--- config.mk ---
export PLATFORM = sky130hd
export DESIGN_NAME = bert_pattern_tx
export DESIGN_NICKNAME = d
export VERILOG_FILES = /design/src/rtl/bert_defs_pkg.sv /design/src/rtl/bert_lfsr.sv /design/src/rtl/bert_pattern_tx.sv
export SDC_FILE = /design/constraint.sdc
export NUM_CORES = 1
export LEC_CHECK = 0
export CAP_MARGIN = 20
export CORE_UTILIZATION = 36
export DETAILED_ROUTE_END_ITERATION = 10
export MAX_ROUTING_LAYER = met4
export PLACE_DENSITY = 0.66
export SLEW_MARGIN = 25
export SYNTH_ARGS = -nofsm -noshare
export SYNTH_HDL_FRONTEND = slang
export SYNTH_SLANG_ARGS = --single-unit
--- constraint.sdc ---
create_clock -name clock -period 4.3 [get_ports clock]
set_clock_uncertainty 0.2 [all_clocks]
set_input_delay 0.43 -clock clock [delete_from_list [all_inputs] [get_ports clock]]
set_output_delay 0.43 -clock clock [all_outputs]
set_load 0.05 [all_outputs]
--- src/rtl/bert_defs_pkg.sv ---
// Shared BERT definitions: pattern and FSM encodings, LFSR taps, default seed, helpers.
// Used by the pattern generator and by the receive-side error counter.
package bert_defs_pkg;

  typedef enum logic [1:0] {
    PAT_PRBS7  = 2'b00,
    PAT_PRBS9  = 2'b01,
    PAT_PRBS15 = 2'b10,
    PAT_ALT    = 2'b11
  } pattern_e;

  typedef enum logic {
    ST_IDLE = 1'b0,
    ST_RUN  = 1'b1
  } bert_state_e;

  localparam int LFSR_W = 15;
  localparam int CNT_W  = 16;

  localparam logic [LFSR_W-1:0] DEFAULT_SEED = 15'h7FFF;
  localparam logic [CNT_W-1:0]  CNT_MAX      = 16'hFFFF;

  localparam int PRBS7_TAP_HI  = 6;
  localparam int PRBS7_TAP_LO  = 5;
  localparam int PRBS9_TAP_HI  = 8;
  localparam int PRBS9_TAP_LO  = 4;
  localparam int PRBS15_TAP_HI = 14;
  localparam int PRBS15_TAP_LO = 13;

  // Active register bits for each pattern; the alternating pattern lives in bit 0 only.
  function automatic logic [LFSR_W-1:0] pattern_mask(input pattern_e sel);
    logic [LFSR_W-1:0] m;
    case (sel)
      PAT_PRBS7:  m = 15'h007F;
      PAT_PRBS9:  m = 15'h01FF;
      PAT_PRBS15: m = 15'h7FFF;
      default:    m = 15'h0001;
    endcase
    return m;
  endfunction

  // A PRBS register must never load all-zero (it would lock up), so fall back to all-ones.
  function automatic logic [LFSR_W-1:0] seed_value(input pattern_e sel,
                                                   input logic [LFSR_W-1:0] seed);
    logic [LFSR_W-1:0] m;
    logic [LFSR_W-1:0] v;
    m = pattern_mask(sel);
    v = seed & m;
    if (sel == PAT_ALT) begin
      v = '0;
    end else if (v == '0) begin
      v = m;
    end
    return v;
  endfunction

  function automatic logic lfsr_feedback(input pattern_e sel, input logic [LFSR_W-1:0] s);
    logic f;
    case (sel)
      PAT_PRBS7:  f = s[PRBS7_TAP_HI] ^ s[PRBS7_TAP_LO];
      PAT_PRBS9:  f = s[PRBS9_TAP_HI] ^ s[PRBS9_TAP_LO];
      PAT_PRBS15: f = s[PRBS15_TAP_HI] ^ s[PRBS15_TAP_LO];
      default:    f = ~s[0];
    endcase
    return f;
  endfunction

  function automatic logic [CNT_W-1:0] sat_inc(input logic [CNT_W-1:0] v);
    return (v == CNT_MAX) ? v : v + 16'd1;
  endfunction

endpackage

--- src/rtl/bert_lfsr.sv ---
// Multi-pattern LFSR (PRBS7/9/15 or 1010 toggle); load has priority over shift.
// fb is combinational from the current state; state updates one edge after load/shift.
module bert_lfsr
  import bert_defs_pkg::*;
#(
  parameter logic [LFSR_W-1:0] RESET_STATE = DEFAULT_SEED
) (
  input  logic              clock,
  input  logic              reset,
  input  logic              load,
  input  logic              shift,
  input  pattern_e          sel,
  input  logic [LFSR_W-1:0] seed,
  output logic              fb,
  output logic [LFSR_W-1:0] state
);

  logic [LFSR_W-1:0] lfsr_q;
  logic [LFSR_W-1:0] lfsr_d;

  assign fb    = lfsr_feedback(sel, lfsr_q);
  assign state = lfsr_q;

  always_comb begin
    lfsr_d = lfsr_q;
    if (load) begin
      lfsr_d = seed_value(sel, seed);
    end else if (shift) begin
      lfsr_d = {lfsr_q[LFSR_W-2:0], fb} & pattern_mask(sel);
    end
  end

  always_ff @(posedge clock or posedge reset) begin
    if (reset) begin
      lfsr_q <= RESET_STATE;
    end else begin
      lfsr_q <= lfsr_d;
    end
  end

endmodule

--- src/rtl/bert_pattern_tx.sv ---
// BERT transmit pattern generator with manual and periodic single-bit error injection.
// First valid bit two edges after enable is sampled high; no backpressure, one bit per cycle.
module bert_pattern_tx
  import bert_defs_pkg::*;
#(
  parameter logic [LFSR_W-1:0] INIT_SEED = DEFAULT_SEED
) (
  input  logic             clock,
  input  logic             reset,
  input  logic             enable,
  input  logic [1:0]       pattern_sel,
  input  logic             inject_req,
  input  logic [CNT_W-1:0] inject_period,
  output logic             tx_data,
  output logic             ref_data,
  output logic             tx_valid,
  output logic [CNT_W-1:0] bit_count,
  output logic [CNT_W-1:0] inject_count,
  output logic             count_full
);

  bert_state_e      state_q, state_d;
  pattern_e         sel_q, sel_d;
  logic [CNT_W-1:0] period_q, period_d;
  logic [CNT_W-1:0] per_cnt_q, per_cnt_d;
  logic [CNT_W-1:0] bit_count_q, bit_count_d;
  logic [CNT_W-1:0] inject_count_q, inject_count_d;
  logic             req_q, req_d;
  logic             tx_data_q, tx_data_d;
  logic             ref_data_q, ref_data_d;
  logic             tx_valid_q, tx_valid_d;
  logic             count_full_q, count_full_d;
  logic             inj_manual, inj_periodic, inj;

  pattern_e          lfsr_sel;
  logic              lfsr_load;
  logic              lfsr_shift;
  logic              lfsr_fb;
  logic [LFSR_W-1:0] lfsr_state_unused;

  // The LFSR loads with the live select at RUN entry and uses the latched one while running.
  assign lfsr_sel   = (state_q == ST_IDLE) ? pattern_e'(pattern_sel) : sel_q;
  assign lfsr_load  = (state_q == ST_IDLE) && enable;
  assign lfsr_shift = (state_q == ST_RUN) && enable;

  bert_lfsr #(
    .RESET_STATE(INIT_SEED)
  ) u_lfsr (
    .clock(clock),
    .reset(reset),
    .load (lfsr_load),
    .shift(lfsr_shift),
    .sel  (lfsr_sel),
    .seed (INIT_SEED),
    .fb   (lfsr_fb),
    .state(lfsr_state_unused)
  );

  always_comb begin
    state_d        = state_q;
    sel_d          = sel_q;
    period_d       = period_q;
    per_cnt_d      = per_cnt_q;
    req_d          = inject_req;
    tx_valid_d     = 1'b0;
    tx_data_d      = 1'b0;
    ref_data_d     = 1'b0;
    bit_count_d    = bit_count_q;
    inject_count_d = inject_count_q;
    inj_manual     = 1'b0;
    inj_periodic   = 1'b0;
    inj            = 1'b0;

    case (state_q)
      ST_IDLE: begin
        if (enable) begin
          state_d   = ST_RUN;
          sel_d     = lfsr_sel;
          period_d  = inject_period;
          per_cnt_d = '0;
        end
      end
      ST_RUN: begin
        if (!enable) begin
          state_d = ST_IDLE;
        end else begin
          if (period_q != '0) begin
            per_cnt_d    = (per_cnt_q == period_q) ? 16'd1 : per_cnt_q + 16'd1;
            inj_periodic = (per_cnt_d == period_q);
          end
          inj_manual     = inject_req & ~req_q;
          // Coincident manual and periodic requests collapse into one inversion.
          inj            = inj_manual | inj_periodic;
          ref_data_d     = lfsr_fb;
          tx_data_d      = lfsr_fb ^ inj;
          tx_valid_d     = 1'b1;
          bit_count_d    = sat_inc(bit_count_q);
          inject_count_d = inj ? sat_inc(inject_count_q) : inject_count_q;
        end
      end
      default: state_d = ST_IDLE;
    endcase

    count_full_d = count_full_q | (bit_count_d == CNT_MAX) | (inject_count_d == CNT_MAX);
  end

  always_ff @(posedge clock or posedge reset) begin
    if (reset) begin
      state_q        <= ST_IDLE;
      sel_q          <= PAT_PRBS7;
      period_q       <= '0;
      per_cnt_q      <= '0;
      req_q          <= 1'b0;
      tx_data_q      <= 1'b0;
      ref_data_q     <= 1'b0;
      tx_valid_q     <= 1'b0;
      bit_count_q    <= '0;
      inject_count_q <= '0;
      count_full_q   <= 1'b0;
    end else begin
      state_q        <= state_d;
      sel_q          <= sel_d;
      period_q       <= period_d;
      per_cnt_q      <= per_cnt_d;
      req_q          <= req_d;
      tx_data_q      <= tx_data_d;
      ref_data_q     <= ref_data_d;
      tx_valid_q     <= tx_valid_d;
      bit_count_q    <= bit_count_d;
      inject_count_q <= inject_count_d;
      count_full_q   <= count_full_d;
    end
  end

  assign tx_data      = tx_data_q;
  assign ref_data     = ref_data_q;
  assign tx_valid     = tx_valid_q;
  assign bit_count    = bit_count_q;
  assign inject_count = inject_count_q;
  assign count_full   = count_full_q;

endmodule

Yosys cells after proc, flatten, opt, wreduce, memory -nomap -nowiden
Cells that the tools add are included.

word-level totals
  logic and storage cells = 75
  register bits = 87
  output and inout bits = 36

operators by class
  multiplexer cells = 29
  bitwise gates (word level) = 12
  reduce and logical (&&, ||, !) cells = 7
  add/subtract/negate cells = 3
  eq/ne operators = 12

operators by type and width
  operator                 count
  $mux W16                 11
  $mux W15                 5
  $eq A16 B16 Y1 const B   4
  $add A16 B1 Y16 const B  3
  $pmux W15 S3             1
  $eq A16 B16 Y1           2
  $pmux W16 S2             1
  $reduce_bool A16 Y1      1
  $and A15 B15 Y15         1
  $mux W1                  9
  $eq A2 B2 Y1 const B     2
  $ne A2 B2 Y1 const B     2
  $xor A1 B1 Y1            4
  $not A1 Y1               3
  $or A1 B1 Y1             3
  $pmux W1 S3              1
  $reduce_and A3 Y1        1
  $eq A2 B1 Y1 const B     1
  $logic_and A1 B1 Y1      2
  $logic_not A2 Y1         1
  $mux W2                  1
  $ne A2 B1 Y1 const B     1
  $reduce_and A2 Y1        1
  $reduce_bool A2 Y1       1
  $and A1 B1 Y1            1

Logic depth before layout (Yosys ltp)
  word-level depth = 12
  depth in mapped cells = 14

By module
From an unflattened synthesis, not the netlist that was laid out.

second synthesis, totals
  cells, all modules = 579
  area total of the unflattened synthesis = 5439.0 um2

modules (own cells, without submodules)
  module           area an instance (um2)  instances  cells an instance  sequential area each (um2)
  bert_pattern_tx  4342.9                  1          457                1801.7
  bert_lfsr        1096.1                  1          122                394.1

Least setup slack after synthesis
Ideal clock, no wire load.

  path kind = register to register
  from = register per_cnt_q[1]
  to = register count_full_q (netlist: count_full)
  data required time = 4.005 ns
  arrival = 3.424 ns
  cell stages (with the launch flop) = 15
  period minus slack after synthesis = 3.719 ns
  setup slack = 0.581 ns
  buffers on the path = 2
  library setup time = 0.095 ns
  path through = dfrtp_1 ha_1 and3_1 buf_2 nand4_1 xnor2_1 o22a_1 o32ai_1 o21ai_1 or4b_1 buf_4 a2111o_1 a211oi_2 nand4_1 o31ai_1

on the way
  cells in the longest elaborated chain, start to end = 12

RTL lines
  element                                            line                    source
  start: declaration                                 bert_pattern_tx.sv:25   logic [CNT_W-1:0] per_cnt_q, per_cnt_d;
  start signal: assignment                           bert_pattern_tx.sv:124  per_cnt_q <= per_cnt_d;
  $add A16 B1 Y16 or $eq A16 B16 Y1 (tied branches)  bert_pattern_tx.sv:88   per_cnt_d = (per_cnt_q == period_q) ? 16'd1 : per_cnt_q + 16'd1;
  $mux W16 (*)                                       bert_pattern_tx.sv:88
  $eq A16 B16 Y1 (*)                                 bert_pattern_tx.sv:89   inj_periodic = (per_cnt_d == period_q);
  $mux W1 (*)                                        bert_pattern_tx.sv:87   if (period_q != '0) begin
  $mux W1 (*)                                        bert_pattern_tx.sv:84   if (!enable) begin
  $mux W1 (*)                                        bert_pattern_tx.sv:74   case (state_q)
  $or A1 B1 Y1 (*)                                   bert_pattern_tx.sv:93   inj = inj_manual | inj_periodic;
  $mux W16 (*)                                       bert_pattern_tx.sv:98   inject_count_d = inj ? sat_inc(inject_count_q) : inject_count_q;
  $mux W16 (*)                                       bert_pattern_tx.sv:84
  $mux W16 (*)                                       bert_pattern_tx.sv:74
  $eq A16 B16 Y1 (*)                                 bert_pattern_tx.sv:104  count_full_d = count_full_q | (bit_count_d == CNT_MAX) | (inject_count_d == CNT_MAX);
  $or A1 B1 Y1 (*)                                   bert_pattern_tx.sv:104
  via count_full_d                                   bert_pattern_tx.sv:32   logic count_full_q, count_full_d;
  end signal: assignment                             bert_pattern_tx.sv:131  count_full_q <= count_full_d;
  end: declaration                                   bert_pattern_tx.sv:32

Mark *: on every way through the listed nets, which the timed path passes. The rest lies on a longest branch. The select of a mux whose other input is x is not followed.
A chain may end at the register's enable or synchronous reset.

Worst setup path in the final report
  from = register per_cnt_q[12]
  to = register count_full_q (netlist: count_full)

The elaborated chain is that of the path after synthesis.

==> key figures <==
Clock tree
  – # Post-CTS Setup Buffers: 0
  – Clk pin slew, worst setup/hold paths: 0.07 ns
  – CTS Buffer Depth: 2
  – CTS Hold Bufs: 0
  – Root Driver: clkbuf_16
  – Clock sink count: 87
  – Total CTS buffers: 9
  – # H-tree levels: 3
  – CTS tree: done
  – Later-pin clock latency in the skew report: 0.35 ns

STA
  – Period Utilization, post-route: 96.2%
  – Worst Max-Slew Pin Slew: 0.890 ns
  – FMAX: 242 MHz
  – RSZ-0062 raised after global routing: false
  – Fin. max-slew vios: 0
  – Final Hold Vio Count: 0
  – Period minus WS final: 4.14 ns
  – Setup total negative slack: 0 ns
  – # setup viols final: 0
  – Max-slew headroom: 40.3%

Cells and area
  – Multi-input gate area: 2780 um^2
  – Layout fillers: 1366
  – Area delta synth->final: 22.1%
  – Commonest non-fill, non-tap cell in the layout: dfrtp_1
  – Final nets: 640
  – N_diodes: 0
  – Share of layout cells above drive strength 1: 14.0%
  – Final std cells w/o fill: 794
  – Most frequent cells in the layout: 72 x dfrtp_1, 57 x clkdlybuf4s50_1, 46 x nand2_1
  – Reg area: 2200 um^2

Routing
  – Final wirelength: 13500 um
  – Residual DRC count: 0
  – DRT iter0 DRCs: 302
  – Pre-Repair DR Iteration Count: 5
  – Vias/cell: 5.53
  – Remaining antenna violation count after routing: 0
  – Vias: 4394
  – DR WL/cell: 17.0 um

Synthesis
  – Sequential share of the synthesized area: 42.4%
  – Largest family of logic cells by synthesized area: simple AND/OR/NAND/NOR gates
  – Synthesized cell area: 5180 um^2
  – Synth unique cells: 70
  – Main flop type after synthesis: dfrtp_1
  – Post-synthesis async set-or-reset flop share: 100%
  – Gate count of the mapped netlist: 548
  – Syn avg cell area: 9.46 um^2
  – Synth Area in XOR/XNOR: 9.87%
  – Compound-Gate Fraction of Synth Area: 16.8%
  – Post-Synth Simple-Gate Area: 19.0%
  – EDFF count, synth: 0
  – Synth Net Count: 579
  – Fraction of synthesized area in multiplexers: 5.53%
  – Post-Synth Adder-Cell Area: 2.17%
  – Synthesis-stage register bit count: 87
  – Synthesis Warnings: 0

Global routing
  – Largest net degree at the start of global routing: 50
  – Number of global-route vias before repair: 4358
  – First-pass GRT wire length: 22400 um
  – Total grt overflow: 0
  – GRT Total Usage: 20.2%
  – Initial antenna violation count: 0

Die
  – Initial Util: 37.1%
  – Core region area: 14000 um^2
  – Ports: 58
  – Die Y: 122 um
  – Die area: 14900 um^2
  – Num rows: 43
  – Die width: 122 um

Pwr
  – Clock power frac: 31.2%
  – Maximum VDD drop: 0.260 mV
  – Leakage: 0.00254 uW
  – Switching share of total power: 34.2%
  – Comb pwr share: 26.7%
  – Overall Power: 2550 uW
  – Pint: 1680 uW
  – Power per cell area: 404 nW/um^2
  – Switching pwr: 873 uW
  – Reg power frac: 42.1%

Placement
  – RePlAce Congestion: 1.02
  – Dpl hpwl: 9820 um
  – Port Buffers: 57
  – Placed cells: 778

Worst setup path
  – Crit path max fanout: 8
  – Path depth of the worst reg2reg path: 11
  – Crit path launch type: flop
  – Worst EP arrival: 4.19 ns
  – Crit path kind: reg -> reg
  – R2r setup slk: 0.16 ns
  – Critical Path RT: 4.35 ns
  – Crit path capture type: flop

Status
  – Outcome: completed

Min path
  – Worst Hold Class: reg -> reg
  – Hold Crit Depth: 2

Flow run
  – Maximum Capacitance Violations: 0
## cells by family after synthesis
logic type      after synthesis
simple gates                185
compound gates              132
flops                        87
xor+xnor                     56
buf+inv                      53
mux                          26
fa+ha+maj                     9
## worst paths after layout
kind,start,endpoint
max,per_cnt_q[12],count_full
min,u_lfsr.state[7],u_lfsr.state[7]
max reg2reg,per_cnt_q[12],count_full
min reg2reg,u_lfsr.state[7],u_lfsr.state[7]
max in group asynchronous,reset,inject_count[0]
min in group asynchronous,reset,per_cnt_q[6]
## worst max-delay path, stage by stage (launching register included)
cell and delay (ns):
dfrtp_1 0.45, xor2_1 0.22, nor4_1 0.36, nand4_1 0.30, o22a_1 0.28, o32ai_1 0.41, o21ai_1 0.13, or4b_4 0.64
a2111o_1 0.46, a211oi_2 0.22, nand4_1 0.11, o31ai_1 0.26
## power by group through the flow
stage	Clock, uW	Combinational [uW]	Sequential (uW)
finish	798	681	1070
global route	853	744	1090
CTS	821	682	1070
floorplan	0	321	1210
global placement	0	671	1080
detailed placement	0	678	1090
## timing repair
action                                 CTS  global route
setup endpoints to repair                0             1
endpoints found under the hold margin    0             0
gates resized for setup                  0             3
## metrics by stage
| step | util [%] | worst slack (ns) | cell area, um^2 | hold slack [ns] |
|---|---|---|---|---|
| detailed placement | 43.0 | 0.0730 | 6020 | 0.284 |
| global placement | 43.0 | 0.261 | 6020 | 0.274 |
| CTS | 45.2 | 0.0945 | 6320 | 0.295 |
| finish | 45.2 | 0.163 | 6330 | 0.294 |
| floorplan | - | 0.581 | 5180 | 0.261 |
| global route | 45.2 | 0.00468 | 6330 | 0.315 |
## routing by layer
layer | vias to the layer above | track usage (%) | routed length (um)
li1 | 2095 | - | -
met1 | 2142 | 26.1 | 6080
met2 | 130 | 30.6 | 6430
met3 | 27 | 4.82 | 653
met4 | 0 | 7.48 | 339
met5 | - | - | 0
## layout make-up
class	count	area share (%)
well taps	180	3.56
inverters	24	1.44
flip-flops and latches	87	34.7
clock buffers	11	3.84
clock inverters	5	0.909
multi-input cells	408	43.9
repair buffers	79	11.6
## synthesized netlist by cell type (17+ instances only)
library cell	n	area, um^2
nand2_1	46	173
inv_1	24	90.1
nand4_1	17	106
dfrtp_1	72	1800
xor2_1	22	193
nor2_1	42	158
xnor2_1	32	280
a21oi_1	38	190
mux2_2	21	236
nand3_1	23	115
o21ai_0	31	155
## state kept, by name, indices dropped and copies added, names as in the netlist
name          count
req_q             1
bit_count        16
ref_data          1
tx_data           1
inject_count     16
u_lfsr.state     15
per_cnt_q        16
period_q         16
sel_q             2
tx_valid          1
count_full        1
state_q           1
(Power assumes the default switching activity.)
